==> src/rtl/dfilter_ctrl_if.sv <==
// dfilter_ctrl_if
//   Register bus between a host and dfilter_ctrl.
//   sel    strobe, one cycle per access
//   we     1=write, 0=read (qualified by sel)
//   addr   word address (3 bits)
//   wdata  write data (32 bits)
//   rdata  registered read data, valid the cycle after a read strobe
interface dfilter_ctrl_if;
   logic        sel;
   logic        we;
   logic [2:0]  addr;
   logic [31:0] wdata;
   logic [31:0] rdata;

   modport master (output sel, we, addr, wdata, input rdata);
   modport slave  (input sel, we, addr, wdata, output rdata);
endinterface

==> src/rtl/dfilter_ctrl.sv <==
// dfilter_ctrl
//   Register-mapped controller for a bank of NCH dfilter channels.
//   Generates the shared refclk sampling tick from an 8-bit prescaler, drives
//   per-channel polarity and rise/fall thresholds, captures edge pulses into
//   W1C pending bits and raises a registered level interrupt.
//   Optional feature macro: DFILTER_CTRL_EVCNT_EN (per-channel 8-bit
//   saturating event counters at address 7).
// Ports
//   clk, rst_n       clock, asynchronous active-low reset
//   bus              register bus (dfilter_ctrl_if slave)
//   refclk_o         one-clk sampling tick
//   pol_o            per-channel polarity (1=high active)
//   flt_rise_st_o    packed rise thresholds, ch0 in LSBs
//   flt_fall_st_o    packed fall thresholds, ch0 in LSBs
//   data_out_i       filtered levels from the dfilters
//   act_edge_i       one-clk active-edge pulses
//   inact_edge_i     one-clk inactive-edge pulses
//   irq_o            level interrupt, registered
module dfilter_ctrl #(
   parameter int NCH = 4,
   parameter int BW  = 8
) (
   input  logic                clk,
   input  logic                rst_n,
   dfilter_ctrl_if.slave       bus,
   output logic                refclk_o,
   output logic [NCH-1:0]      pol_o,
   output logic [NCH*BW-1:0]   flt_rise_st_o,
   output logic [NCH*BW-1:0]   flt_fall_st_o,
   input  logic [NCH-1:0]      data_out_i,
   input  logic [NCH-1:0]      act_edge_i,
   input  logic [NCH-1:0]      inact_edge_i,
   output logic                irq_o
);

   localparam logic [2:0] A_CTRL  = 3'd0;
   localparam logic [2:0] A_POL   = 3'd1;
   localparam logic [2:0] A_RISE  = 3'd2;
   localparam logic [2:0] A_FALL  = 3'd3;
   localparam logic [2:0] A_STAT  = 3'd4;
   localparam logic [2:0] A_PEND  = 3'd5;
   localparam logic [2:0] A_IEN   = 3'd6;
   localparam logic [2:0] A_EVCNT = 3'd7;

   localparam logic [BW-1:0]     THR_RST  = BW'(8'h08);
   localparam logic [NCH*BW-1:0] THRS_RST = {NCH{THR_RST}};

   logic [NCH-1:0]    ch_en_q, ch_en_d;
   logic [7:0]        psc_q, psc_d;
   logic              gen_q, gen_d;
   logic [NCH-1:0]    pol_q, pol_d;
   logic [NCH*BW-1:0] rise_q, rise_d;
   logic [NCH*BW-1:0] fall_q, fall_d;
   logic [NCH-1:0]    pend_act_q, pend_act_d;
   logic [NCH-1:0]    pend_inact_q, pend_inact_d;
   logic [NCH-1:0]    ien_act_q, ien_act_d;
   logic [NCH-1:0]    ien_inact_q, ien_inact_d;
   logic [7:0]        cnt_q, cnt_d;
   logic              irq_q, irq_d;
   logic [31:0]       rdata_q, rdata_d;
   logic [31:0]       rd_mux;

   logic              wr, rd;
   logic              wr_ctrl, wr_pol, wr_rise, wr_fall, wr_pend, wr_ien;
   logic [NCH-1:0]    set_act, set_inact;
   logic [NCH-1:0]    clr_act, clr_inact;
   logic              unused_wdata;

   assign wr      = bus.sel & bus.we;
   assign rd      = bus.sel & ~bus.we;
   assign wr_ctrl = wr && (bus.addr == A_CTRL);
   assign wr_pol  = wr && (bus.addr == A_POL);
   assign wr_rise = wr && (bus.addr == A_RISE);
   assign wr_fall = wr && (bus.addr == A_FALL);
   assign wr_pend = wr && (bus.addr == A_PEND);
   assign wr_ien  = wr && (bus.addr == A_IEN);

   // Pulses on disabled channels are dropped outright, not deferred.
   assign set_act   = act_edge_i   & ch_en_q & {NCH{gen_q}};
   assign set_inact = inact_edge_i & ch_en_q & {NCH{gen_q}};
   assign clr_act   = {NCH{wr_pend}} & bus.wdata[NCH-1:0];
   assign clr_inact = {NCH{wr_pend}} & bus.wdata[16 +: NCH];

   assign unused_wdata = ^bus.wdata;

`ifdef DFILTER_CTRL_EVCNT_EN
   logic [NCH*8-1:0] evcnt_q;
   logic             wr_evc;

   assign wr_evc = wr && (bus.addr == A_EVCNT);

   // Clear beats a same-cycle increment; counters saturate at 8'hFF.
   always_ff @(posedge clk or negedge rst_n) begin
      if (!rst_n) begin
         evcnt_q <= '0;
      end else begin
         for (int i = 0; i < NCH; i++) begin
            if (wr_evc)
               evcnt_q[i*8 +: 8] <= 8'h00;
            else if ((set_act[i] | set_inact[i]) && (evcnt_q[i*8 +: 8] != 8'hFF))
               evcnt_q[i*8 +: 8] <= evcnt_q[i*8 +: 8] + 8'd1;
         end
      end
   end
`endif

   always_comb begin
      rd_mux = '0;
      case (bus.addr)
         A_CTRL: begin
            rd_mux[NCH-1:0] = ch_en_q;
            rd_mux[15:8]    = psc_q;
            rd_mux[31]      = gen_q;
         end
         A_POL:  rd_mux[NCH-1:0]    = pol_q;
         A_RISE: rd_mux[NCH*BW-1:0] = rise_q;
         A_FALL: rd_mux[NCH*BW-1:0] = fall_q;
         A_STAT: rd_mux[NCH-1:0]    = data_out_i;
         A_PEND: begin
            rd_mux[NCH-1:0]  = pend_act_q;
            rd_mux[16 +: NCH] = pend_inact_q;
         end
         A_IEN: begin
            rd_mux[NCH-1:0]  = ien_act_q;
            rd_mux[16 +: NCH] = ien_inact_q;
         end
         A_EVCNT: begin
`ifdef DFILTER_CTRL_EVCNT_EN
            rd_mux[NCH*8-1:0] = evcnt_q;
`else
            rd_mux = '0;
`endif
         end
         default: rd_mux = '0;
      endcase
   end

   always_comb begin
      ch_en_d = wr_ctrl ? bus.wdata[NCH-1:0] : ch_en_q;
      psc_d   = wr_ctrl ? bus.wdata[15:8]    : psc_q;
      gen_d   = wr_ctrl ? bus.wdata[31]      : gen_q;
      pol_d   = wr_pol  ? bus.wdata[NCH-1:0] : pol_q;
      rise_d  = wr_rise ? bus.wdata[NCH*BW-1:0] : rise_q;
      fall_d  = wr_fall ? bus.wdata[NCH*BW-1:0] : fall_q;
      ien_act_d   = wr_ien ? bus.wdata[NCH-1:0]  : ien_act_q;
      ien_inact_d = wr_ien ? bus.wdata[16 +: NCH] : ien_inact_q;

      // Set is ORed in after the clear so a same-cycle event survives W1C.
      pend_act_d   = (pend_act_q   & ~clr_act)   | set_act;
      pend_inact_d = (pend_inact_q & ~clr_inact) | set_inact;

      // Any CTRL write restarts the prescaler phase.
      if (wr_ctrl || !gen_q || (cnt_q == psc_q))
         cnt_d = 8'd0;
      else
         cnt_d = cnt_q + 8'd1;

      irq_d   = |((pend_act_q & ien_act_q) | (pend_inact_q & ien_inact_q));
      rdata_d = rd ? rd_mux : rdata_q;
   end

   always_ff @(posedge clk or negedge rst_n) begin
      if (!rst_n) begin
         ch_en_q      <= '0;
         psc_q        <= 8'd2;
         gen_q        <= 1'b0;
         pol_q        <= '1;
         rise_q       <= THRS_RST;
         fall_q       <= THRS_RST;
         pend_act_q   <= '0;
         pend_inact_q <= '0;
         ien_act_q    <= '0;
         ien_inact_q  <= '0;
         cnt_q        <= 8'd0;
         irq_q        <= 1'b0;
         rdata_q      <= '0;
      end else begin
         ch_en_q      <= ch_en_d;
         psc_q        <= psc_d;
         gen_q        <= gen_d;
         pol_q        <= pol_d;
         rise_q       <= rise_d;
         fall_q       <= fall_d;
         pend_act_q   <= pend_act_d;
         pend_inact_q <= pend_inact_d;
         ien_act_q    <= ien_act_d;
         ien_inact_q  <= ien_inact_d;
         cnt_q        <= cnt_d;
         irq_q        <= irq_d;
         rdata_q      <= rdata_d;
      end
   end

   // Tick is decoded from registered state only, so it is clean and is held
   // low whenever gen=0 (count is pinned at 0 and the gen term masks it).
   assign refclk_o      = gen_q && (cnt_q == psc_q);
   assign pol_o         = pol_q;
   assign flt_rise_st_o = rise_q;
   assign flt_fall_st_o = fall_q;
   assign irq_o         = irq_q;
   assign bus.rdata     = rdata_q;

endmodule

==> src/flat_wrapper.sv <==
// flat-port wrapper written by rule: the top's interface ports become plain ports
module dfilter_ctrl_flat 
#(
   parameter int NCH = 4,
   parameter int BW  = 8
)
  (clk, rst_n, refclk_o, pol_o, flt_rise_st_o, flt_fall_st_o, data_out_i, act_edge_i, inact_edge_i, irq_o, bus_sel, bus_we, bus_addr, bus_wdata, bus_rdata);
  dfilter_ctrl_if bus_i ();
  input  logic clk;
  input  logic rst_n;
  output logic refclk_o;
  output logic [NCH-1:0] pol_o;
  output logic [NCH*BW-1:0] flt_rise_st_o;
  output logic [NCH*BW-1:0] flt_fall_st_o;
  input  logic [NCH-1:0] data_out_i;
  input  logic [NCH-1:0] act_edge_i;
  input  logic [NCH-1:0] inact_edge_i;
  output logic irq_o;
  input wire logic [$bits(bus_i.sel)-1:0] bus_sel;
  input wire logic [$bits(bus_i.we)-1:0] bus_we;
  input wire logic [$bits(bus_i.addr)-1:0] bus_addr;
  input wire logic [$bits(bus_i.wdata)-1:0] bus_wdata;
  output wire logic [$bits(bus_i.rdata)-1:0] bus_rdata;
  assign bus_i.sel = bus_sel;
  assign bus_i.we = bus_we;
  assign bus_i.addr = bus_addr;
  assign bus_i.wdata = bus_wdata;
  assign bus_rdata = bus_i.rdata;
  dfilter_ctrl #(.NCH(NCH), .BW(BW)) u_core (.clk(clk), .rst_n(rst_n), .bus(bus_i), .refclk_o(refclk_o), .pol_o(pol_o), .flt_rise_st_o(flt_rise_st_o), .flt_fall_st_o(flt_fall_st_o), .data_out_i(data_out_i), .act_edge_i(act_edge_i), .inact_edge_i(inact_edge_i), .irq_o(irq_o));
endmodule
==> config.mk <==
export PLATFORM = sky130hd
export DESIGN_NAME = dfilter_ctrl_flat
export DESIGN_NICKNAME = d
export VERILOG_FILES = /design/src/rtl/dfilter_ctrl_if.sv /design/src/rtl/dfilter_ctrl.sv /design/src/flat_wrapper.sv
export SDC_FILE = /design/constraint.sdc
export NUM_CORES = 1
export LEC_CHECK = 0
export ABC_AREA = 1
export CAP_MARGIN = 40
export CORE_AREA = 2 2 127 98
export CTS_CLUSTER_SIZE = 8
export DETAILED_ROUTE_END_ITERATION = 8
export DIE_AREA = 0 0 129 100
export GPL_ROUTABILITY_DRIVEN = 0
export PLACE_DENSITY = 0.95
export SLEW_MARGIN = 40
export SYNTH_ARGS = -nofsm -noshare
export SYNTH_HDL_FRONTEND = slang
export SYNTH_SLANG_ARGS = --single-unit
==> constraint.sdc <==
create_clock -name clk -period 3.33 [get_ports clk]
set_input_delay 0.4995 -clock clk [delete_from_list [all_inputs] [get_ports clk]]
set_output_delay 0.4995 -clock clk [all_outputs]
set_load 0.01 [all_outputs]
; ---- Word-level counts from Yosys, hierarchy flattened
; Index checks and enable logic that the tools add are counted.
[totals]
ff_bits = 138
input_bits = 51
out_inout_bits = 102
elab_cells = 59
[classes]
n_addsub = 1
n_eq_ne = 8
mux = 7
bitwise = 18
reduce_logical = 12
[ops]
columns = cell, n
row1 = 4-bit AND, 10
row2 = 4-bit case mux with 8 select lines, 1
row3 = 8-bit case mux with 3 select lines, 1
row4 = 11-bit case mux with 2 select lines, 1
row5 = 4-bit case mux with 4 select lines, 1
row6 = 3-bit == test (second input constant), 4
row7 = 4-bit bitwise OR, 3
row8 = 8-bit by 1-bit adder with 8-bit output (second input constant), 1
row9 = 8-bit == test, 1
row10 = 8-bit 2-to-1 mux, 1
row11 = 4-bit NOT, 2
row12 = 4-bit case mux with 2 select lines, 1
row13 = 1-bit logical AND, 7
row14 = 3-bit by 2-bit == test with 1-bit output (second input constant), 2
row15 = 4-bit OR reduction, 1
row16 = 3-bit by 1-bit == test with 1-bit output (second input constant), 1
row17 = 3-bit logical NOT, 1
row18 = 1-bit case mux with 3 select lines, 1
row19 = 1-bit AND, 2
row20 = 1-bit logical OR, 2
row21 = 1-bit logical NOT, 1
row22 = 1-bit NOT, 1

; ---- Logic depth before layout (Yosys ltp)
; Gate-level depths: netlist of run 1.
[logic_depth]
depth_word = 6
ltp_mapped = 10
mapped_depth_nobuf = 8

; ---- Worst setup path before layout of run 1
; No wires, ideal clock.
[synth_timing]
kind = input to register
startpoint = input bus_addr[2]
endpoint = register u_core.rdata_q[31], in the netlist u_core.bus.rdata[31]
setup_time_ns = 0.066
arrival_time_ns = 1.452
t_required_ns = 3.264
slack_ns = 1.813
path_stages = 10
n_path_buf = 3
path_cell_list = buf_2 inv_2 nand2_2 nor2_2 buf_4 buf_4 nand2_1 o211ai_1 nand2_1 nand2_1
[synth_via]
elab_chain_cells = 2
word_cells_on_any_way = 4
classes_between = eq/ne (2) / mux (1) / reduce/logical (1)
[synth_rtl]
columns = item, line_no
row1 = start: declaration, flat_wrapper.sv:21  ; input wire logic [$bits(bus_i.addr)-1:0] bus_addr;
row2 = 3-bit by 2-bit == test with 1-bit output or 3-bit logical NOT (tied branches), dfilter_ctrl.sv:109  ; case (bus.addr)
row3 = 1-bit case mux with 3 select lines (*), dfilter_ctrl.sv:109
row4 = end signal: assignment, dfilter_ctrl.sv:190  ; rdata_q <= rdata_d;
row5 = end: declaration, dfilter_ctrl.sv:60  ; logic [31:0] rdata_q, rdata_d;
; Every way passes the cells marked *; elsewhere a longest branch is shown, timed or not.
; A chain may end at the register's enable or synchronous reset.

; ---- Worst setup path in the final report of run 1
[layout_timing]
startpoint = register u_core.psc_q[1]
endpoint = output refclk_o
[layout_via]
elab_chain_cells = 2
[layout_rtl]
columns = item, line_no
row1 = start: declaration, dfilter_ctrl.sv:49  ; logic [7:0] psc_q, psc_d;
row2 = start signal: assignment, dfilter_ctrl.sv:179  ; psc_q <= psc_d;
row3 = 8-bit == test, dfilter_ctrl.sv:196  ; assign refclk_o = gen_q && (cnt_q == psc_q);
row4 = 1-bit logical AND, dfilter_ctrl.sv:196
row5 = end: declaration, flat_wrapper.sv:11  ; output logic refclk_o;
; No other way between the ends.

==> results.yml, run 1 <==
logic_synthesis:
  syn_inst: 730
  synth_sequential_area_ratio_pct: 56.8
  synth_top_area_cell: "dfrtp_1"
  ys_ff_latch: 138
  syn_area_per_cell_sq_um: 8.36
  yosysTopAreaCellShare_pct: 51.2
  ys.warnings.count: 0
  synth_fp_nets: 782
  synth_area_sq_mm: 0.00611
  yosysUniqueCellTypes: 28
  synthTopCellsByArea: "dfrtp_1 (51%), nand2_1 (15%), o21ai_0 (7.1%)"
worst_setup_path:
  critPathLaunchType: "flop"
  endpoint_kind: "primary output"
  regToRegEndpoint: "u_core.cnt_q[6]"
  r2r_start: "u_core.cnt_q[0]"
  timing.critical_path.to: "refclk_o"
  path_max_fanout: 3
  crit_type: "reg2out"
  regToRegSetupSlack_ps: 1900
  rr_worst_depth: 5
  crit_arrival_ps: 2090
  cp.required_ps: 2830
  startpoint: "u_core.psc_q[1]"
finish:
  fin_nets: 927
  drive_gt1_share_pct: 7.88
  final_core_util_pct: 70.3
  syn_to_final_growth_pct: 36.6
  final_common_cell: "nand2_1"
  final_cell_mix: "nand2_1 (247), clkdlybuf4s50_1 (151), dfrtp_1 (125)"
  insertedDiodeCount: 0
  postLayoutCellArea_sq_mm: 0.00834
grt:
  grt_use_total_pct: 27.7
  grt_pass1_wl_mm: 27.6
  antenna_found_initial: 0
  gr-total-overflow: 0
  grt_max_degree: 75
  grt_pass1_vias: 5538
placed_design:
  dpl-instance-area_sq_mm: 0.00773
  hpwl_mm: 11.5
  numPortBuffers: 152
detailed_routing:
  drtIter0Drc: 579
  dr_total_vias: 5776
  firstDrtPassIters: 6
  drc: 0
  avgViaCountPerCell: 5.48
  wl_per_cell_um: 16.9
  ant_nets: 0
  wirelength_mm: 17.9
die:
  core_area_sq_mm: 0.0119
  fp.dieH_um: 100
  start_util_pct: 51.4
  ios: 153
  die_x_um: 129
  fp-row-count: 35
  die_area_sq_mm: 0.0129
timing:
  setup_tns_ps: 0
  post-route-min-period_ps: 2590
  tightest_slew_ps: 699
  finalSetupViolCount: 0
  slew_headroom_pct: 53.4
  drv_slew: 0
  finClkSkew_ps: 13.7
  fmax_ghz: 0.386
  rsz0062_at_grt: "false"
  period_share_pct: 77.8
  hold_violations: 0
cts:
  cts_tree: "yes"
  post-cts-setup-buffers: 0
  cts_resized: 0
  clockRootBuffer: "clkbuf_16"
  cts_buffers: 17
  insertion_delay_ps: 420
  cts_hold_repair.buffers: 0
  htree_levels: 4
  cts_buffer_depth: 2
  clk_pin_slew_ps: 60
  clock-sinks: 138
run:
  maxCapViolations: 0
hold_path:
  hp-class: "in2async"
power:
  ir_drop_mv: 0.408
  power.density_mw_per_mm2: 660
  cellLeakagePower_nw: 3.92
status:
  status: "finished, final reports clean"
==> power breakdown <==
| part | switching [mW] | leakage, nW | internal (mW) |
|---|---|---|---|
| registers | 0.309 | 1.72 | 2.04 |
| logic | 0.590 | 1.90 | 0.634 |
| clock network | 0.735 | 0.294 | 1.21 |
==> state kept, by name, summed over array words and instances (netlist names) <==
| name | cells |
|---|---|
| u_core.bus.rdata | 32 |
| u_core.ch_en_q | 4 |
| u_core.cnt_q | 8 |
| u_core.flt_fall_st_o | 32 |
| u_core.flt_rise_st_o | 32 |
| u_core.gen_q | 1 |
| u_core.ien_act_q | 4 |
| u_core.ien_inact_q | 4 |
| u_core.irq_o | 1 |
| u_core.pend_act_q | 4 |
| u_core.pend_inact_q | 4 |
| u_core.pol_o | 4 |
| u_core.psc_q | 8 |
==> worst max-delay path: stages, from the launching register on <==
cell and delay (ps):
dfstp_2 540, nand2_1 50, nand2_1 60, nand2_1 60, nor2_1 100, nand2_1 90
nor2_1 200, clkdlybuf4s50_1 580
==> metal layers <==
metal / track usage [%] / part of all wire, %
met4: 9.78 / 2.2
met5: 0 / 0
met1: 37.9 / 42
met2: 43.8 / 47
met3: 6.82 / 8.9
==> cell usage after synthesis <==
master,count
inv_2,2
nor3_1,4
dfstp_2,13
clkbuf_1,14
ha_1,1
nand3_1,28
nand2_1,247
nor2_1,39
a21oi_1,30
o21ai_0,87
buf_4,4
nor2_4,3
clkinv_1,1
or2_2,1
inv_4,1
buf_1,1
nor2_2,1
nand2_2,6
dfrtp_1,125
xnor2_1,4
buf_6,2
clkbuf_2,1
xor2_1,4
o211ai_1,6
inv_1,59
o21ai_1,15
nand4_1,18
buf_2,13
==> final cells by class <==
class,count,area [sq um]
clock buffer,19,443
clock inverter,13,168
fill,859,3520
inverter,63,239
multi-input combinational,494,2230
sequential,138,3470
tap,166,208
timing repair buffer,161,1590
==> kinds of logic after synthesis <==
kind of cell	synth area share, %
fa+ha+maj	0.205
flops	56.8
buf+inv	6.84
xor+xnor	1.15
compound gates	11.6
simple gates	23.4
==> stage by stage <==
stage / power (mW) / setup WS [ps] / instances / hold slack (ps)
after floorplan: 2.81 / 1810 / 730 / 204
after global placement: 3.50 / 762 / 1022 / 463
after detailed placement: 3.55 / 714 / 1022 / 466
after CTS: 5.51 / 744 / 1054 / 121
after global routing: 5.74 / 685 / 1054 / 147
final: 5.51 / 738 / 1054 / 95.5
==> worst min-delay path by stage <==
stage                         from                  endpoint  slack (ps)  cells after the start
2_1_floorplan                rst_n       u_core.bus.rdata[0]         200                      0
3_3_place_gp   u_core.bus.rdata[8]       u_core.bus.rdata[8]         460                      2
5_1_grt                      rst_n  u_core.flt_fall_st_o[24]         150                      1
6_report                     rst_n      u_core.bus.rdata[26]         100                      1
3_5_place_dp   u_core.bus.rdata[8]       u_core.bus.rdata[8]         470                      2
4_1_cts                      rst_n      u_core.bus.rdata[26]         120                      1
No activity file was read; power rests on OpenSTA's default activity.
==> inputs of run 2 (changes only) <==
--- a/config.mk
+++ b/config.mk
@@ -7,12 +7,12 @@
 export LEC_CHECK = 0
 export ABC_AREA = 1
 export CAP_MARGIN = 40
-export CORE_AREA = 2 2 127 98
+export CORE_AREA = 2 2 138 106
 export CTS_CLUSTER_SIZE = 8
 export DETAILED_ROUTE_END_ITERATION = 8
-export DIE_AREA = 0 0 129 100
+export DIE_AREA = 0 0 140 108
 export GPL_ROUTABILITY_DRIVEN = 0
-export PLACE_DENSITY = 0.95
+export PLACE_DENSITY = 0.88
 export SLEW_MARGIN = 40
 export SYNTH_ARGS = -nofsm -noshare
 export SYNTH_HDL_FRONTEND = slang
==> constraint.sdc (replaced) <==
create_clock -name clk -period 2.3 [get_ports clk]
set_input_delay 0.345 -clock clk [delete_from_list [all_inputs] [get_ports clk]]
set_output_delay 0.345 -clock clk [all_outputs]
set_load 0.01 [all_outputs]
==> run 2 against run 1 <==
  * The flow now finishes with violations (DRC)
  * Combinational power grew 45%
  * Sequential share of layout area shrank 0.93 points
  * Clock skew shrank 0.86 ps
  * Sequential power grew 45%
  * Routed wire length shrank 3.0%
  * Die area grew 17%
  * Clock power grew 59%
  * Via count shrank 2.7%
  * Register-to-register slack lost 880 ps
  * Critical path type unchanged
  * Critical endpoint unchanged
  * Largest cell class unchanged
==> results.yml, run 2 (same netlist as run 1, synthesis figures left out) <==
worst_setup_path:
  max_stage_delay_ps: 540
  r2r_start: "u_core.cnt_q[0]"
  critical_path.cell_chain: "nand2_1, nand2_1, nand2_1, nor2_1, nand2_1, nor2_2, dlygate4sd2_1"
  critPathMostFrequentCell: "nand2_1"
  startpoint: "u_core.psc_q[1]"
  endpoint_kind: "primary output"
  critPathLaunchType: "flop"
  path_max_fanout: 3
  rr_worst_depth: 5
  crit_arrival_ps: 1730
  cp.required_ps: 1960
  crit_type: "reg2out"
  slowest_stage: "dfstp_2"
cts:
  clk_pin_slew_ps: 60
  clockRootBuffer: "clkbuf_16"
  cts_buffer_depth: 2
  clock-sinks: 138
  htree_levels: 4
  post-cts-setup-buffers: 0
  cts_buffers: 17
  cts_tree: "yes"
  insertion_delay_ps: 410
finish:
  multi_input_area_sq_mm: 0.00222
  drive_gt1_share_pct: 9.01
  syn_to_final_growth_pct: 39.8
  fillers: 1077
  insertedDiodeCount: 0
  final_cell_mix: "nand2_1 (247), clkdlybuf4s50_1 (150), dfrtp_1 (125)"
  fin_nets: 938
  regArea_sq_mm: 0.00347
  final_common_cell: "nand2_1"
placed_design:
  numPortBuffers: 152
  hpwl_mm: 12.1
run:
  maxCapViolations: 0
timing:
  tightest_slew_ps: 579
  fmax_ghz: 0.482
  drv_slew: 0
  timing.hold.ws_ps: 481
  finClkSkew_ps: 12.8
  setup_tns_ps: 0
  finalSetupViolCount: 0
  period_share_pct: 90.3
  hold_violations: 0
  slew_headroom_pct: 61.4
  post-route-min-period_ps: 2080
  rsz0062_at_grt: "false"
grt:
  grt_pass1_vias: 5411
  grt_pass1_wl_mm: 27.8
  grt_max_degree: 64
  antenna_found_initial: 0
  grt_use_total_pct: 23.6
  gr-total-overflow: 0
status:
  status: "complete, but fails checks"
  violations: "DRC"
detailed_routing:
  firstDrtPassIters: 7
  drtIter0Drc: 526
  wirelength_mm: 17.3
  dr_total_vias: 5620
  ant_nets: 0
  wl_per_cell_um: 16.1
  drc: 12
  avgViaCountPerCell: 5.23
power:
  power.density_mw_per_mm2: 967
  ir_drop_mv: 0.564
  cellLeakagePower_nw: 4.01
  finalPower_mw: 8.25
die:
  start_util_pct: 44.7
  fp-row-count: 37
  core_area_sq_mm: 0.0137
  die_x_um: 140
  ios: 153
  die_area_sq_mm: 0.0151
  fp.dieH_um: 108
hold_path:
  hp-class: "in2async"
run 2: final cells by class:
class | count | area share [%]
Tap cell | 175 | 2.57
Clock inverter | 15 | 2.87
Timing Repair Buffer | 172 | 20.1
Clock buffer | 17 | 4.99
Multi-Input combinational cell | 494 | 26.1
Inverter | 63 | 2.80
Sequential cell | 138 | 40.7
run 2: repair_timing:
item	4_1_cts	5_1_grt
endpoints found under the hold margin	52	0
hold buffers	1	0
setup endpoints to repair	1	0
resized for setup	2	0
run 2: power by group:
part	internal, mW	total, mW	switching (mW)
combinational	0.931	1.77	0.835
sequential	2.95	3.40	0.449
clock	2.04	3.09	1.05
run 2: worst paths after layout:
path | end | slack [ps]
max in group asynchronous | u_core.flt_fall_st_o[3] | 1060
hold reg to reg | u_core.bus.rdata[0] | 480
hold / removal | u_core.psc_q[3] | 480
setup / recovery | refclk_o | 220
min in group clk | u_core.bus.rdata[0] | 480
setup reg to reg | u_core.cnt_q[6] | 1020
run 2: worst max-delay path, delay by kind of cell, from the launching register on:
family	cells	cell delay, ps
AND/OR/NAND/NOR	6	500
buffers and inverters	1	290
flip-flops	1	540
run 2: through the flow:
| step | instance area (sq um) | util [%] | cells | setup slack [ps] |
|---|---|---|---|---|
| floorplan | 6110 | - | 730 | 937 |
| global placement | 7850 | 57.5 | 1041 | 225 |
| detailed placement | 7850 | 57.5 | 1041 | 161 |
| CTS | 8530 | 62.5 | 1074 | 197 |
| global route | 8530 | 62.5 | 1074 | 98.5 |
| finish | 8530 | 62.5 | 1074 | 224 |
run 2: metal layers:
layer	vias up	track usage, %	share of wire, %
li1	2667	-	-
met1	2644	33.4	45
met2	278	36.5	45
met3	31	5.54	7.9
met4	0	7.22	1.6
met5	-	0	0
